==> src/rtl/traffic_density_classifier.sv <==
`timescale 1ns/1ps
// traffic_density_classifier
// Counts vehicle pixels per video frame and turns the per-frame total into a
// debounced one-bit flow-state select (0 = normal, 1 = heavy). Thresholds use
// hysteresis, and a new state is committed only after CONFIRM_FRAMES
// consecutive qualifying frames.
// Optional build macro: TDC_ROI_EN adds pix_x/pix_y inputs and restricts
// counting to a rectangular region of interest.
module traffic_density_classifier #(
   parameter int unsigned CNT_W          = 17,
   parameter int unsigned HIGH_TH        = 20000,
   parameter int unsigned LOW_TH         = 12000,
   parameter int unsigned CONFIRM_FRAMES = 4
`ifdef TDC_ROI_EN
   ,
   parameter int unsigned ROI_X0 = 0,
   parameter int unsigned ROI_X1 = 319,
   parameter int unsigned ROI_Y0 = 120,
   parameter int unsigned ROI_Y1 = 239
`endif
) (
   input  logic             clk,
   input  logic             reset,
   input  logic             frame_start,
   input  logic             pix_valid,
   input  logic             obj_pix,
`ifdef TDC_ROI_EN
   input  logic [9:0]       pix_x,
   input  logic [9:0]       pix_y,
`endif
   output logic             traffic_sel,
   output logic             sel_valid,
   output logic [CNT_W-1:0] frame_cnt,
   output logic             frame_done
);

   localparam logic [1:0] WAIT_FRAME = 2'd0;
   localparam logic [1:0] ACCUM      = 2'd1;
   localparam logic [1:0] EVAL       = 2'd2;

   localparam logic [CNT_W-1:0] HIGH_C    = CNT_W'(HIGH_TH);
   localparam logic [CNT_W-1:0] LOW_C     = CNT_W'(LOW_TH);
   localparam logic [3:0]       CONFIRM_C = 4'(CONFIRM_FRAMES);

   logic [1:0]       state;
   logic [CNT_W-1:0] acc;
   logic [3:0]       streak;
   logic [3:0]       streak_nxt;
   logic             hit;
   logic             qualify;

   // Pixel qualification: valid vehicle pixel, optionally inside the ROI
`ifdef TDC_ROI_EN
   always_comb begin
      hit = pix_valid & obj_pix
          & (pix_x >= 10'(ROI_X0)) & (pix_x <= 10'(ROI_X1))
          & (pix_y >= 10'(ROI_Y0)) & (pix_y <= 10'(ROI_Y1));
   end
`else
   always_comb begin
      hit = pix_valid & obj_pix;
   end
`endif

   // Frame qualifies when it argues for leaving the current state
   always_comb begin
      qualify    = traffic_sel ? (frame_cnt < LOW_C) : (frame_cnt >= HIGH_C);
      streak_nxt = streak + 4'd1;
   end

   // Frame sequencing and saturating pixel accumulator
   always_ff @(posedge clk or posedge reset) begin
      if (reset) begin
         state      <= WAIT_FRAME;
         acc        <= '0;
         frame_cnt  <= '0;
         frame_done <= 1'b0;
      end else begin
         frame_done <= 1'b0;
         case (state)
            WAIT_FRAME: begin
               if (frame_start) begin
                  state <= ACCUM;
                  acc   <= CNT_W'(hit);
               end
            end
            ACCUM, EVAL: begin
               if (frame_start) begin
                  // the frame_start pixel belongs to the new frame
                  state      <= EVAL;
                  frame_cnt  <= acc;
                  frame_done <= 1'b1;
                  acc        <= CNT_W'(hit);
               end else begin
                  state <= ACCUM;
                  if (hit && (acc != '1)) begin
                     acc <= acc + CNT_W'(1);
                  end
               end
            end
            default: state <= WAIT_FRAME;
         endcase
      end
   end

   // Hysteresis decision with consecutive-frame confirmation
   always_ff @(posedge clk or posedge reset) begin
      if (reset) begin
         traffic_sel <= 1'b0;
         sel_valid   <= 1'b0;
         streak      <= '0;
      end else begin
         sel_valid <= 1'b0;
         if (state == EVAL) begin
            if (qualify) begin
               if (streak_nxt >= CONFIRM_C) begin
                  traffic_sel <= ~traffic_sel;
                  sel_valid   <= 1'b1;
                  streak      <= '0;
               end else begin
                  streak <= streak_nxt;
               end
            end else begin
               streak <= '0;
            end
         end
      end
   end

endmodule
==> config.mk <==
export PLATFORM = sky130hd
export DESIGN_NAME = traffic_density_classifier
export DESIGN_NICKNAME = d
export VERILOG_FILES = /design/src/rtl/traffic_density_classifier.sv
export SDC_FILE = /design/constraint.sdc
export NUM_CORES = 1
export LEC_CHECK = 0
export BUFFER_PORTS_ARGS = -buffer_cell sky130_fd_sc_hd__buf_2
export CORE_MARGIN = 2
export CORE_UTILIZATION = 50
export CTS_CLUSTER_DIAMETER = 150
export DETAILED_ROUTE_END_ITERATION = 8
export PLACE_DENSITY = 0.7
export SETUP_SLACK_MARGIN = 0.1
export SLEW_MARGIN = 20
export SYNTH_ARGS = -nofsm -noshare
export SYNTH_HDL_FRONTEND = slang
export SYNTH_SLANG_ARGS = --single-unit
==> constraint.sdc <==
create_clock -name clk -period 5.3 [get_ports clk]
set_clock_uncertainty 0.1 [all_clocks]
set_input_delay 0.265 -clock clk [delete_from_list [all_inputs] [get_ports clk]]
set_output_delay 0.265 -clock clk [all_outputs]
set_load 0.05 [all_outputs]
==> results of run 1 <==
==> area by class of cell <==
| class | instances | share of cell area |
|---|---|---|
| Clock buffer | 6 | 0.0313 |
| Inverter | 8 | 0.0130 |
| Multi-Input combinational cell | 131 | 0.409 |
| Sequential cell | 43 | 0.464 |
| Tap cell | 50 | 0.0270 |
| Timing Repair Buffer | 25 | 0.0551 |
==> through the flow <==
stage | utilization | cells | area [sq um] | worst slack [ns]
2_1_floorplan | - | 187 | 2080 | 3.14
3_3_place_gp | 0.561 | 257 | 2240 | 3.05
3_5_place_dp | 0.561 | 257 | 2240 | 2.96
4_1_cts | 0.579 | 263 | 2320 | 2.94
5_1_grt | 0.579 | 263 | 2320 | 2.76
6_report | 0.579 | 263 | 2320 | 2.96
==> cell usage after synthesis (all sizes together), types with 3 or more instances <==
cell and count:
ha 6, mux2 16, nor3 3, inv 8, nand2 16, nand3 7, a21oi 10, o2111ai 4
xor2 3, and4 3, dfrtp 43, buf 3, o21ai 15, nor2b 4, nor2 8, or3 9
==> flip-flops by register name, summed over array words and instances, names as in the netlist <==
signal and count:
state 2, streak 4, sel_valid 1, traffic_sel 1, acc 17, frame_cnt 17, frame_done 1
==> metal layers <==
layer  wire, microns  GRT usage
met5               0          0
met4              62     0.0875
met3             173     0.0617
met2            1980      0.314
met1            1750      0.238
==> where the power goes <==
group	switching, W	internal (W)
registers	0.0000191	0.000354
logic	0.000156	0.0000772
clock network	0.0000994	0.0000878
==> cells by family (layout without fill, tap and decap cells) <==
logic type,after synthesis,after routing,synth area share
flip-flops,43,43,0.516
AO/OA/AOI/OAI,41,41,0.141
XOR/XNOR,5,5,0.0210
buffers and inverters,13,39,0.0288
multiplexers,17,17,0.0912
adder cells (fa/ha/maj),6,6,0.0360
AND/OR/NAND/NOR,62,62,0.166
==> worst reg2reg max path, cell delays in order (launching register included) <==
cell and delay [ns]:
dfrtp_1 0.42, ha_1 0.28, nand3_1 0.12, nor2_1 0.05, ha_1 0.16, and4bb_4 0.40, o2111ai_4 0.18, or3_1 0.38
a21oi_1 0.16
==> worst min-delay path by stage <==
| stage | start | to |
|---|---|---|
| finish | reset | acc[16] |
| global route | reset | state[0] |
| CTS | reset | streak[0] |
| detailed placement | reset | streak[0] |
| global placement | reset | streak[3] |
| floorplan | obj_pix | acc[0] |
==> summary.md, run 1 <==
| Metric | Value |
|---|---|
| Status | complete, but fails checks |
| Failing checks | hold timing |
| CP Class | register to register |
| Static leakage power | 1.12 nW |
| Synth Cell Area | 2080 sq um |
| Wire per inst | 15.1 microns |
| Synth Register Bits | 43 |
| Number of gates resized after cts | 0 |
| Mapped Cells | 187 |
| CP required | 5.42 ns |
| Predominant post-synthesis flop cell | dfrtp_1 |
| Peak supply drop | 249 uV |
| Most common cell after layout, fill and taps aside | dfrtp_1 |
| Hold Buf Count CTS | 0 |
| FF-to-FF Start | acc[0] |
| Global-route wire length before repair | 6580 microns |
| Multi-input logic area | 948 sq um |
| Total CTS buffers | 5 |
| Syn Area/Cell | 11.1 sq um |
| DR vias/cell | 5.66 |
| Register area share after synthesis | 0.516 |
| CP max-delay cell | dfrtp_1 |
| Final critical-path share of the clock period | 0.442 |
| Die area | 4700 sq um |
| H-tree depth | 2 |
| Max-cap violations | 0 |
| Syn_nets | 198 |
| Largest net degree at the start of global routing | 44 |
| Clock sinks | 43 |
| Vias in the first global route | 1406 |
| Cell repeated most along the worst path | ha_1 |
| Initial DRC count | 61 |
| DR pass1 iterations | 6 |
| Setup Buffers After CTS | 0 |
| Yosys warns | 0 |
| Worst path depth | 8 |
| Final HPWL DP | 2890 microns |
| Worst Path Max Fanout | 10 |
| Cell class contributing the biggest share of worst-path delay | simple AND/OR/NAND/NOR gates |
| Synth top area cells | dfrtp_1 (52%), mux2_2 (8.6%), ha_1 (3.6%) |
| Worst R2R End | acc[13] |
| Routed vias | 1488 |
| Core ar. | 4000 sq um |
| Die Wd | 68.6 microns |
| Synth top area share | 0.516 |
| Ant diodes | 0 |
| Gp weighted congestion | 0.782 |
| CP bufs+invs | 0 |
| CP endpoint | acc[13] |
| Slew @ Worst Pin | 0.808 ns |
| Worst Setup SP | acc[0] |
| Port Buffers | 24 |
| Setup TNS Final | 0 ns |
| Critical Path Start Type | register |
| Fin. max-slew vios | 0 |
| Hold Path Class | primary input to async pin |
| TritonCTS clock tree | built |
| Synth area leader | dfrtp_1 |
| Final setup fails | 0 |
| Post-synth EDFFs | 0 |
| Starting density of the core | 0.521 |
| GRT Util Overall | 0.194 |
| Cell count of the worst reg-to-reg path | 8 |
| Hold_ws | -0.000554 ns |
| Slew headroom | 0.460 |
| Asr flop ratio synth | 1.00 |
| Row cnt | 23 |
| Synth unique cells | 46 |
| # DRC | 0 |
| Register area | 1080 sq um |
| Crit path cell chain | ha_1, nand3_1, nor2_1, ha_1, and4bb_4, o2111ai_4, or3_1, a21oi_1 |
| Nets | 225 |
| Design Power | 0.000793 W |
| Crit path largest cell delay | 0.42 ns |
| Final min period | 2.34 ns |
| CTS Root Cell | clkbuf_8 |
| Antenna violations before repair | 0 |
| Total grt overflow | 0 |
| Worst skew pair latency | 0.29 ns |
| Most frequent cells in the layout | dfrtp_1 (43), buf_2 (24), nand2_1 (16), mux2_2 (16), o21ai_0 (14) |
| Detailed-route wire length | 3970 microns |
| DRT antenna net count | 0 |
| Fillers | 357 |
| Achievable clock frequency | 0.427 GHz |
| Longest Clk Path Bufs | 2 |
| Unrepaired setup endpoints after global routing | no |
| Critical path arrival | 2.46 ns |
| Die height | 68.6 microns |
| Final hold vios | 1 |
| IO Count | 25 |
| Pwr dens | 342 nW/um^2 |
| Fraction of layout cells with a size suffix above 1 | 0.254 |
| Crit path capture type | register |
| Clk pin slew, worst setup/hold paths | 0.07 ns |
| Synth-to-Final Area Change | 11.2% |
| Register-to-Register Setup Slack | 2.96 ns |
(Power assumes the default switching activity.)
==> inputs of run 2 (changes only) <==
clock period = 2.3 ns   (was 5.3 ns; I/O delays follow)
==> run 2 against run 1 <==
Against the previous run:
- the run now ends clean
- sequential power is 130% higher
- core utilization is 8.7 points higher
- critical path type unchanged
- combinational power grew to 3.0 times the previous value
- hold slack better by 0.017 ns
- largest cell class unchanged
- highest routed layer unchanged
- critical endpoint is now acc[2]
- clock-buffer cell count stayed put
- register-to-register slack worse by 2.8 ns
==> summary.md, run 2 (synthesized netlist as in run 1, its figures left out) <==
| Metric | Value |
|---|---|
| Status | finished, final reports clean |
| TritonCTS clock tree | built |
| Antenna violations before repair | 0 |
| Met2 wire len | 2250 microns |
| Fraction of layout cells with a size suffix above 1 | 0.395 |
| CP bufs+invs | 1 |
| Fin. max-slew vios | 0 |
| CP Class | register to register |
| Vias in the first global route | 1586 |
| Critical path arrival | 2.27 ns |
| Hold_ws | 0.0166 ns |
| Gp weighted congestion | 0.775 |
| Pwr dens | 794 nW/um^2 |
| Ant diodes | 0 |
| Final critical-path share of the clock period | 0.951 |
| Worst Path Max Fanout | 5 |
| DR pass1 iterations | 4 |
| Final HPWL DP | 2980 microns |
| Longest Clk Path Bufs | 2 |
| DRT antenna net count | 0 |
| Final hold vios | 0 |
| Slew @ Worst Pin | 0.548 ns |
| Detailed-route wire length | 4600 microns |
| Row cnt | 23 |
| # DRC | 0 |
| Initial DRC count | 111 |
| Routed vias | 1670 |
| Highest metal layer with signal wires | met4 |
| Port Buffers | 24 |
| Worst R2R End | acc[2] |
| CP required | 2.38 ns |
| WL met1 | 2080 microns |
| Achievable clock frequency | 0.457 GHz |
| Register-to-Register Setup Slack | 0.11 ns |
| Cell class contributing the biggest share of worst-path delay | simple AND/OR/NAND/NOR gates |
| Most frequent cells in the layout | dfrtp_1 (43), buf_4 (27), buf_2 (24) |
| Place WS | 0.0337 ns |
| Setup TNS Final | 0 ns |
| Worst Setup SP | acc[5] |
| Final min period | 2.19 ns |
| Worst skew pair latency | 0.30 ns |
| Total CTS buffers | 5 |
| Die height | 68.6 microns |
| Cell count of the worst reg-to-reg path | 9 |
| Die area | 4700 sq um |
| Die Wd | 68.6 microns |
| Crit path cell chain | and4_4, nand3_4, nor2_4, ha_2, and4bb_4, o211ai_1, buf_4, xor2_1, nor2_1 |
| Starting density of the core | 0.521 |
| Crit path capture type | register |
| Design Power | 0.00212 W |
| Slew headroom | 0.634 |
| Max-cap violations | 0 |
| Final setup fails | 0 |
| Critical Path Start Type | register |
| Synth-to-Final Area Change | 27.9% |
| PnR worst setup slack | 0.114 ns |
| Core ar. | 4000 sq um |
| Largest net degree at the start of global routing | 44 |
| Wire per inst | 15.7 microns |
| Clock sinks | 43 |
| Leading registers by flop count | acc: 17 flops, frame_cnt: 17 flops, streak: 4 flops |
| Met3 WL | 199 microns |
| Global-route wire length before repair | 7290 microns |
| H-tree depth | 2 |
| Unrepaired setup endpoints after global routing | yes |
| CP max-delay cell | dfrtp_1 |
| Total grt overflow | 0 |
| IO Count | 25 |
| CTS Root Cell | clkbuf_8 |
| GRT Util Overall | 0.213 |
| Hold Path Class | primary input to register |
| Worst path depth | 9 |
| Nets | 254 |
| Most common cell after layout, fill and taps aside | dfrtp_1 |
| Crit path largest cell delay | 0.39 ns |
| Static leakage power | 1.29 nW |
| FF-to-FF Start | acc[5] |
| Clk pin slew, worst setup/hold paths | 0.08 ns |
| DR vias/cell | 5.70 |
| CP endpoint | acc[2] |
| Peak supply drop | 677 uV |
==> run 2: layout make-up <==
cell class / count / area [sq um]
clock buffers: 6 / 72.6
clock inverters: 1 / 30.0
fillers: 289 / 1340
inverters: 8 / 30.0
multi-input cells: 131 / 1030
flip-flops and latches: 43 / 1080
well taps: 50 / 62.6
repair buffers: 54 / 363
==> run 2: report_power, final <==
part	switching [W]	leakage (nW)	internal, W
registers	0.0000434	0.594	0.000815
logic	0.000418	0.645	0.000270
clock network	0.000251	0.0513	0.000318
total	0.000712	1.29	0.00140
==> run 2: timing repair <==
item / CTS / global route
pin swaps: 3 / 15
hold buffers: 2 / 0
setup buffers: 8 / 9
resized for setup: 3 / 17
setup endpoints to repair: 9 / 10
cloned: 0 / 0
endpoints found under the hold margin: 44 / 0
==> run 2: tightest hold or removal path, stage by stage <==
cell and delay [ns]:
buf_2 0.11, nand3_1 0.08, o21ai_0 0.06
==> run 2: how the worst min path moves through the flow <==
stage	slack (ns)	from	to	cells after the start
floorplan	0.16	obj_pix	acc[0]	2
global placement	0.17	reset	streak[3]	3
detailed placement	0.18	reset	streak[3]	3
CTS	0.009	pix_valid	acc[0]	3
global route	0.07	pix_valid	acc[0]	3
finish	0.02	pix_valid	acc[0]	3
==> run 2: per-layer routing <==
layer  track usage  up-vias
li1              -      793
met1         0.268      829
met2         0.351       41
met3        0.0568        7
met4        0.0825        0
met5             0        -
==> run 2: stage by stage <==
stage	cells	utilization	cell area (sq um)
2_1_floorplan	187	-	2080
3_3_place_gp	267	0.583	2330
3_5_place_dp	267	0.583	2330
4_1_cts	284	0.632	2530
5_1_grt	293	0.666	2670
6_report	293	0.666	2670
